**config.mk**
```make
export PLATFORM = sky130hd
export DESIGN_NAME = cache_ctrl
export DESIGN_NICKNAME = d
export VERILOG_FILES = /design/src/rtl/cache_ctrl.sv
export SDC_FILE = /design/constraint.sdc
export NUM_CORES = 1
export LEC_CHECK = 0
export ABC_AREA = 1
export CAP_MARGIN = 25
export CORE_UTILIZATION = 53
export DETAILED_ROUTE_END_ITERATION = 8
export PLACE_DENSITY = 0.78
export SETUP_SLACK_MARGIN = 0.2
export SLEW_MARGIN = 20
export SYNTH_ARGS = -nofsm -noshare
export SYNTH_HDL_FRONTEND = slang
export SYNTH_SLANG_ARGS = --single-unit
```
**constraint.sdc**
```tcl
create_clock -name clk -period 3.5 [get_ports clk]
set_clock_uncertainty 0.1 [all_clocks]
set_input_delay 0.525 -clock clk [delete_from_list [all_inputs] [get_ports clk]]
set_output_delay 0.525 -clock clk [all_outputs]
set_load 0.03 [all_outputs]
```
**src/rtl/cache_ctrl.sv**
```systemverilog
`default_nettype none
// +----------------------------------------------------------------------------+
// | Module   : cache_ctrl                                                      |
// | Brief    : Direct-mapped, write-through, single-word-line cache controller |
// | Revision : 1.0                                                             |
// +----------------------------------------------------------------------------+
module cache_ctrl #(
    parameter int ADDR_WIDTH = 14,
    parameter int DATA_WIDTH = 32,
    parameter int LINES      = 16
) (
    input  logic                  clk,
    input  logic                  rst_n,
    input  logic                  req_valid,
    output logic                  req_ready,
    input  logic                  req_we,
    input  logic [ADDR_WIDTH-1:0] req_addr,
    input  logic [DATA_WIDTH-1:0] req_wdata,
    input  logic                  inv,
    output logic                  rsp_valid,
    output logic [DATA_WIDTH-1:0] rsp_rdata,
    output logic                  rsp_hit,
    output logic                  mem_cs,
    output logic                  mem_we,
    output logic                  mem_oe,
    output logic [ADDR_WIDTH-1:0] mem_addr,
    output logic [DATA_WIDTH-1:0] mem_wdata,
    input  logic [DATA_WIDTH-1:0] mem_rdata,
    output logic [15:0]           hit_cnt,
    output logic [15:0]           miss_cnt
);
    localparam int IDX   = $clog2(LINES);
    localparam int TAG_W = ADDR_WIDTH - IDX;

    localparam logic [2:0] S_IDLE     = 3'd0;
    localparam logic [2:0] S_LOOKUP   = 3'd1;
    localparam logic [2:0] S_MEM_RD   = 3'd2;
    localparam logic [2:0] S_MEM_WAIT = 3'd3;
    localparam logic [2:0] S_MEM_WR   = 3'd4;
    localparam logic [2:0] S_RESP     = 3'd5;

    localparam logic [15:0] c_CNT_MAX = 16'hFFFF;

    logic [2:0]            r_state;
    logic [2:0]            w_state_nxt;
    logic [ADDR_WIDTH-1:0] r_addr;
    logic                  r_we;
    logic [DATA_WIDTH-1:0] r_wdata;
    logic                  r_hit;
    logic [DATA_WIDTH-1:0] r_rdata;
    logic [15:0]           r_hit_cnt;
    logic [15:0]           r_miss_cnt;
    logic [LINES-1:0]      r_valid;
    logic [TAG_W-1:0]      r_tag  [LINES];
    logic [DATA_WIDTH-1:0] r_data [LINES];

    logic [IDX-1:0]        w_idx;
    logic [TAG_W-1:0]      w_tag;
    logic                  w_hit;
    logic                  w_accept;
    logic                  w_line_wr;
    logic [DATA_WIDTH-1:0] w_line_data;

    assign w_idx       = r_addr[IDX-1:0];
    assign w_tag       = r_addr[ADDR_WIDTH-1:IDX];
    assign w_hit       = r_valid[w_idx] && (r_tag[w_idx] == w_tag);
    assign w_accept    = req_valid && (r_state == S_IDLE);
    assign w_line_wr   = (r_state == S_MEM_WAIT) || (r_state == S_MEM_WR);
    assign w_line_data = (r_state == S_MEM_WR) ? r_wdata : mem_rdata;

    always_ff @(posedge clk or negedge rst_n) begin
        if (!rst_n) begin
            r_state <= S_IDLE;
        end else begin
            r_state <= w_state_nxt;
        end
    end

    always_comb begin
        w_state_nxt = r_state;
        case (r_state)
            S_IDLE:     if (req_valid) w_state_nxt = S_LOOKUP;
            S_LOOKUP:   begin
                if (r_we)       w_state_nxt = S_MEM_WR;
                else if (w_hit) w_state_nxt = S_RESP;
                else            w_state_nxt = S_MEM_RD;
            end
            S_MEM_RD:   w_state_nxt = S_MEM_WAIT;
            S_MEM_WAIT: w_state_nxt = S_RESP;
            S_MEM_WR:   w_state_nxt = S_RESP;
            S_RESP:     w_state_nxt = S_IDLE;
            default:    w_state_nxt = S_IDLE;
        endcase
    end

    always_comb begin
        req_ready = 1'b0;
        rsp_valid = 1'b0;
        rsp_hit   = 1'b0;
        mem_cs    = 1'b0;
        mem_we    = 1'b0;
        mem_oe    = 1'b0;
        case (r_state)
            S_IDLE:   req_ready = 1'b1;
            S_MEM_RD: begin
                mem_cs = 1'b1;
                mem_oe = 1'b1;
            end
            S_MEM_WR: begin
                mem_cs = 1'b1;
                mem_we = 1'b1;
            end
            S_RESP:   begin
                rsp_valid = 1'b1;
                rsp_hit   = r_hit;
            end
            default:  ;
        endcase
    end

    assign mem_addr  = r_addr;
    assign mem_wdata = r_wdata;
    assign rsp_rdata = r_rdata;
    assign hit_cnt   = r_hit_cnt;
    assign miss_cnt  = r_miss_cnt;

    always_ff @(posedge clk or negedge rst_n) begin
        if (!rst_n) begin
            r_addr     <= '0;
            r_we       <= 1'b0;
            r_wdata    <= '0;
            r_hit      <= 1'b0;
            r_rdata    <= '0;
            r_hit_cnt  <= '0;
            r_miss_cnt <= '0;
            r_valid    <= '0;
        end else begin
            if (w_accept) begin
                r_addr  <= req_addr;
                r_we    <= req_we;
                r_wdata <= req_wdata;
            end
            if (r_state == S_LOOKUP) begin
                r_hit <= w_hit;
                if (!r_we) begin
                    if (w_hit) begin
                        r_rdata <= r_data[w_idx];
                        if (r_hit_cnt != c_CNT_MAX) r_hit_cnt <= r_hit_cnt + 16'd1;
                    end else if (r_miss_cnt != c_CNT_MAX) begin
                        r_miss_cnt <= r_miss_cnt + 16'd1;
                    end
                end
            end
            if (r_state == S_MEM_WAIT) r_rdata <= mem_rdata;
            // Invalidate beats a same-edge fill/store so the line ends invalid.
            if (inv)            r_valid        <= '0;
            else if (w_line_wr) r_valid[w_idx] <= 1'b1;
        end
    end

    always_ff @(posedge clk) begin
        if (w_line_wr) begin
            r_tag[w_idx]  <= w_tag;
            r_data[w_idx] <= w_line_data;
        end
    end

endmodule
`default_nettype wire

```
==> results_dict.tcl <==
set metrics [dict create \
    status "completed" \
    synth_compound_area_share_pct 6.74 \
    r2r-end "rsp_rdata[6]" \
    clock_latency_ps 630 \
    detail-route-antenna-nets 0 \
    internal-power_mw 20.7 \
    pin_count 199 \
    coreArea_um2 60200 \
    fillers 4176 \
    crit_path_end_kind "flop" \
    cts_tree "done" \
    period_share_pct 87.8 \
    place_area_um2 35700 \
    drv_slew 0 \
    switchingPower_mw 12.5 \
    synthAdderAreaFrac_pct 0.0775 \
    die_area_um2 61900 \
    p_comb_share_pct 34.8 \
    whs_endpoint "mem_addr[11]" \
    holdPathStages 3 \
    drtIter0Drc 3063 \
    dp_slack_ps 407 \
    synth-seq-area-share_pct 72.7 \
    p_clk_share_pct 25.4 \
    wl_per_cell_um 23.8 \
    ys_top_cells_by_area "edfxtp_1 63%, dfrtp_1 10%, nand2_1 8.9%" \
    netlist.area_leader.share_pct 62.5 \
    syn_area_per_cell_um2 12.2 \
    pwr-share-seq_pct 39.8 \
    relSlewSlack_pct 39.4 \
    drc_errors 0 \
    grt_overflow 0 \
    regArea_um2 23500 \
    swShare_pct 37.6 \
    muxShareOfSynthArea_pct 1.19 \
    setup_viol 0 \
    place_hpwl_um 48000 \
    post_cts_buffers 0 \
    synth_xor_area_share_pct 0.814 \
    htreeDepth 3 \
    synth_warnings 0 \
    ir_drop_v 0.000634 \
    place.gp.congestion 0.888 \
    p_per_area_nw_per_um2 864 \
    clock-sinks 803 \
    synth_area_um2 32300 \
    nNetsFinal 2948 \
    cts_buffers 81 \
    slowest_stage "dfrtp_4" \
    root_buffer "clkbuf_16" \
    firstDrtPassIters 8 \
    fp.dieW_um 249 \
    synth_top_family_by_area "simple AND/OR/NAND/NOR gates" \
    synth_edf_count 672 \
    fmax_mhz 325 \
    synth-main-ff-cell "edfxtp_1" \
    fin_crit_ps 3070 \
    track_usage_pct 28.3 \
    synth_area_leader_cell "edfxtp_1" \
    antenna_found_initial 0 \
    hold_path.class "in -> reg" \
    reg2reg_slack_ps 430 \
    area_delta_synth_final_pct 18.9 \
    grt_start_max_net_pins 129 \
    fp-row-count 90 \
    grt_pass1_vias 21800 \
    clk_pin_slew_ps 60 \
    cp.required_ps 3960 \
    holdCritStartpoint "req_addr[11]" \
    final_area_um2 38400 \
    max_stage_delay_ps 500 \
    timing.rr.start "mem_addr[1]" \
    cp_max_fo 35 \
    syn-num-nets 2738 \
    arrival_ps 3530 \
    async_reset_ff_share_pct 16.3 \
    drive_gt1_share_pct 9.28 \
    die_y_um 249 \
    crit_type "reg -> reg" \
    rr_worst_depth 18 \
    multi_input_area_um2 8070 \
    wirelength_um 88200 \
    numPortBuffers 198 \
    cts_max_path_buffers 3 \
    via_count 22500 \
    synth_cell_types 30 \
    synth.most_common_cell "nand2_1" \
    grt_pass1_wl_um 132000 \
    p_leak_nw 14.0 \
    cap_violations 0 \
    crit_chain "inv_2, nand2_1, inv_4, nand2_1, nand3_1, nand2_1, nand2_1, nor2_1, nand2_1, nand2_1, nor2_1, nand3_1, nor2_2, nand3_2, nand2_4, buf_12, nand2_1, nand2_1" \
    synth_seq_cells 803 \
    rsz0062_at_grt "no" \
    synth_simple_gate_area_share_pct 15.7 \
    start_util_pct 53.6 \
    postSynthCellCount 2653 \
    tightest_slew_ps 909 \
    finalWorstSetupSlack_ps 427 \
    crit_top_cell "nand2_1" \
    cp-start-kind "flop" \
    antenna_cells 0 \
    final-hold-violation-count 0 \
    synth_common_cells "767 x nand2_1, 672 x edfxtp_1, 242 x nand3_1" \
    routed_via_density 6.07 \
]
## cell usage in the layout, fill, tap and decap left out, types with 3 or more instances in the layout
master and count:
a21oi_1 67, a221oi_1 4, a22oi_1 141, a31oi_1 93, and2_1 13, buf_12 31
buf_4 47, bufinv_16 3, clkbuf_1 18, clkbuf_16 83, clkbuf_8 7, clkdlybuf4s50_1 195
clkinv_1 13, clkinv_2 16, clkinvlp_4 5, dfrtp_1 129, edfxtp_1 672, inv_1 68
inv_2 3, inv_6 4, mux2_2 34, nand2_1 765, nand3_1 241, nand4_1 20
nor2_1 111, nor2_2 4, nor2_4 19, nor3_1 36, nor4_1 7, o21ai_0 26
o21ai_1 7, xnor2_1 11, xor2_1 19
## how the worst max path moves through the flow
stage	start	end	slack (ps)	cells past startpoint
after detailed placement	mem_addr[1]	rsp_rdata[6]	410	17
after floorplan	r_state[1]	r_data[13][0]	-270	9
after global routing	mem_addr[1]	hit_cnt[11]	200	16
after CTS	r_state[1]	mem_we	260	5
final	mem_addr[1]	rsp_rdata[6]	430	18
after global placement	mem_addr[1]	rsp_rdata[6]	560	17
## worst max-delay path: cells and delay by family (launching register included)
family                 cells  cell delay, ps
DFF                        1             500
and+or+nand+nor           15            1750
buffers and inverters      3             630
## metal layers
metal  global-route usage (%)  up-vias  wire length (µm)
li1                         -     9919                 -
met1                     37.7    10900             32700
met2                     46.9     1493             43700
met3                     5.06      201              8860
met4                     10.2        0              2940
met5                        0        -                 0
## metrics by stage
stage          instances  util [%]  hold WS, ps  total power [mW]  TNS, ps
6_report            3714      63.7          388              33.1        0
5_1_grt             3714      63.7          391              34.5        0
4_1_cts             3714      63.7          366              33.1        0
3_5_place_dp        3561      59.3          389              24.7        0
3_3_place_gp        3561      59.3          378              24.4        0
2_1_floorplan       2653         -          129              20.0   -22580
## power groups by stage
| stage | Clock [mW] | Combinational, mW | Sequential [mW] |
|---|---|---|---|
| 2_1_floorplan | 0 | 5.97 | 14.1 |
| 3_3_place_gp | 0 | 11.1 | 13.3 |
| 3_5_place_dp | 0 | 11.3 | 13.4 |
| 4_1_cts | 8.46 | 11.4 | 13.2 |
| 5_1_grt | 8.84 | 12.3 | 13.3 |
| 6_report | 8.41 | 11.5 | 13.2 |
## cells by family (layout without fill, tap and decap cells)
| logic type | after synthesis | in the layout |
|---|---|---|
| compound gates | 338 | 338 |
| xor+xnor | 30 | 30 |
| fa+ha+maj | 2 | 2 |
| buf+inv | 224 | 503 |
| flops | 803 | 803 |
| mux | 34 | 34 |
| simple gates | 1222 | 1222 |
## what timing repair did
action,CTS,global route
hold buffers,1,0
endpoints found under the setup margin,1,20
pin swaps,0,0
resized for setup,1,2
hold endpoints to repair,71,0
## flip-flops by register name (all words and copies together), names as in the netlist
name	cells
r_data	512
r_tag	160
mem_wdata	32
rsp_rdata	32
hit_cnt	16
miss_cnt	16
r_valid	16
mem_addr	14
r_state	3
r_hit	1
r_we	1
## final cells by class
class | count | area share, %
flip-flops and latches | 803 | 61.2
repair buffers | 277 | 7.74
inverters | 74 | 0.731
clock inverters | 44 | 0.923
well taps | 782 | 2.55
clock buffers | 108 | 5.84
multi-input cells | 1626 | 21.0
(Power assumes the default switching activity.)
==> edit (config.mk and constraints unchanged) <==
Put one more register stage on the output `hit_cnt`, cleared by the reset. The value now appears one clock later. The other outputs are not delayed to match.
--- a/src/rtl/cache_ctrl.sv
+++ b/src/rtl/cache_ctrl.sv
@@ -123,3 +123,9 @@
     assign rsp_rdata = r_rdata;
-    assign hit_cnt   = r_hit_cnt;
+    always_ff @(posedge clk or negedge rst_n) begin
+        if (!rst_n) begin
+            hit_cnt <= '0;
+        end else begin
+            hit_cnt <= r_hit_cnt;
+        end
+    end
     assign miss_cnt  = r_miss_cnt;
Behaviour: no difference found for any inputs over 4 cycles, from zero or initial values and one cycle with rst_n low; that may be too few to reach the edited logic, so the function may still have changed.
==> edit against the unedited design <==
Register-to-register slack got worse by 0.04 ns. Utilization increased by 0.54 points. Total power increased by 3.1%. Cell count increased by 2.0%. Sequential cell count increased by 16. Worst setup slack got worse by 0.15 ns. Cell area increased by 1.8%. Area after synthesis increased by 1.9%. Non-clock buffer count increased by 10. Sequential share of layout area decreased by 0.051 points. Wire length increased by 2.0%. Synthesized cell count increased by 2.6%. Critical path depth decreased by 13. Critical endpoint is now mem_we. Largest cell class unchanged.
==> edit: results (changes against the unedited design) <==
hold_slack_ns: 0.334  # -0.0537 ns
ff2ff_path_depth: 17  # -1
dp.cells: 3636  # +2.1%
hp-start: "r_hit_cnt[1]$_DFFE_PN0P_"
gp_congestion: 0.902  # +1.5%
met3_length_um: 10400  # +17%
hold-path-endpoint: "hit_cnt[1]$_DFF_PN0_"
grt_pass1_vias: 23000  # +5.3%
grtUsageMet3_pct: 6.41  # +1.4 points
hold_depth: 0  # -3
slowest_delay_ns: 0.76  # +0.26 ns
r2r_slack_ns: 0.39  # -0.04 ns
synthTopCellsByCount: "854 x nand2_1, 672 x edfxtp_1, 247 x nand3_1, 153 x nor2_1, 147 x dfrtp_1"
synthArstFlopShare_pct: 17.9  # +1.6 points
ys_seq_area_share_pct: 72.5  # -0.15 points
num-nets-final: 3026  # +2.6%
path_max_fanout: 33  # -5.7%
cp_top_family: "buffers and inverters"
grt_usage_pct: 28.4  # +0.12 points
wl_met1_um: 32800  # +0.43%
use_met1_pct: 36.6  # -1.1 points
wl_met2_um: 43000  # -1.7%
ys_types: 36  # +20%
dr.pass1.iters: 6  # -2
grt_antenna_before_repair: 1  # +1
syn_avg_cell_area_um2: 12.1  # -0.70%
grt_pass1_wl_um: 135000  # +2.2%
leakage_nw: 14.5  # +3.5%
grtUsageMet2_pct: 46.1  # -0.74 points
critPathSlowestCell: "clkdlybuf4s50_1"
synth_nets: 2808  # +2.6%
grt_max_degree: 135  # +4.7%
drive_gt1_share_pct: 9.81  # +0.53 points
synth.area.top_cells: "edfxtp_1 61%, dfrtp_1 11%, nand2_1 9.7%, nand3_1 3.8%, a22oi_1 2.9%"
maxUsedRoutingLayer: "met5"
status: "finished clean"
worst_ep_arrival_time_ns: 2.60  # -0.93 ns
==> edit: changes by cell type after synthesis, moves of 7 or more <==
cell | unedited run | this run
a211oi_1 | 0 | 11
a22oi_1 | 141 | 128
a31oi_1 | 93 | 68
a41oi_1 | 0 | 7
and2_1 | 13 | 1
buf_6 | 0 | 10
dfrtp_1 | 131 | 147
inv_1 | 69 | 46
nand2_1 | 767 | 854
nor2_1 | 130 | 153
nor3_1 | 36 | 19
o21ai_0 | 26 | 5
o21ai_1 | 7 | 21
==> edit: what timing repair did <==
item                       4_1_cts  5_1_grt
hold endpoints to repair        76        0
hold buffers                     1        0
setup buffers                    0        4
setup endpoints to repair        1       61
resized for setup                1        6
==> edit: area by class of cell <==
| type | count | area [µm²] | share of cell area (%) |
|---|---|---|---|
| clock buffer | 112 | 2360 | 6.04 |
| sequential | 819 | 23900 | 61.1 |
| clock inverter | 37 | 399 | 1.02 |
| inverter | 56 | 221 | 0.567 |
| tap | 782 | 978 | 2.51 |
| multi-input combinational | 1697 | 8290 | 21.2 |
| timing repair buffer | 287 | 2940 | 7.52 |
==> edit: logic make-up (layout without fill, tap and decap cells) <==
kind of cell	Yosys count	in the layout	share of synthesized area [%]
adders and majority gates	2	2	0.0761
buffers and inverters	207	492	2.79
xor gates and xnor gates	29	29	0.772
muxes	34	34	1.16
and+or+nand+nor	1323	1323	16.6
AOI/OAI and AO/OA	309	309	6.11
DFF	819	819	72.5
==> edit: where the power goes <==
| group | switching, mW | internal [mW] |
|---|---|---|
| Sequential | 0.731 | 12.6 |
| Combinational | 8.36 | 3.53 |
| Clock | 3.74 | 5.21 |
==> edit: how the worst max path moves through the flow <==
stage	startpoint	endpoint	slack [ns]	cells past startpoint
after floorplan	r_state[1]$_DFFE_PN0P_	r_data[13][0]$_DFFE_PP_	-0.26	9
after global placement	mem_addr[0]$_DFFE_PN0P_	rsp_rdata[19]$_DFFE_PN0P_	0.32	20
after detailed placement	mem_addr[3]$_DFFE_PN0P_	rsp_rdata[29]$_DFFE_PN0P_	0.30	16
after CTS	mem_addr[3]$_DFFE_PN0P_	rsp_rdata[29]$_DFFE_PN0P_	0.24	16
after global routing	r_state[1]$_DFFE_PN0P_	mem_we	0.21	5
final	r_state[1]$_DFFE_PN0P_	mem_we	0.28	5
==> edit: per-stage QoR <==
| step | setup WS (ns) | setup TNS, ns | power, mW | cell area [µm²] |
|---|---|---|---|---|
| global route | 0.213 | 0 | 35.5 | 39000 |
| finish | 0.276 | 0 | 34.2 | 39000 |
| global placement | 0.320 | 0 | 24.7 | 36200 |
| detailed placement | 0.297 | 0 | 25.1 | 36200 |
| floorplan | -0.261 | -23.24 | 20.5 | 33000 |
| CTS | 0.243 | 0 | 34.0 | 39000 |
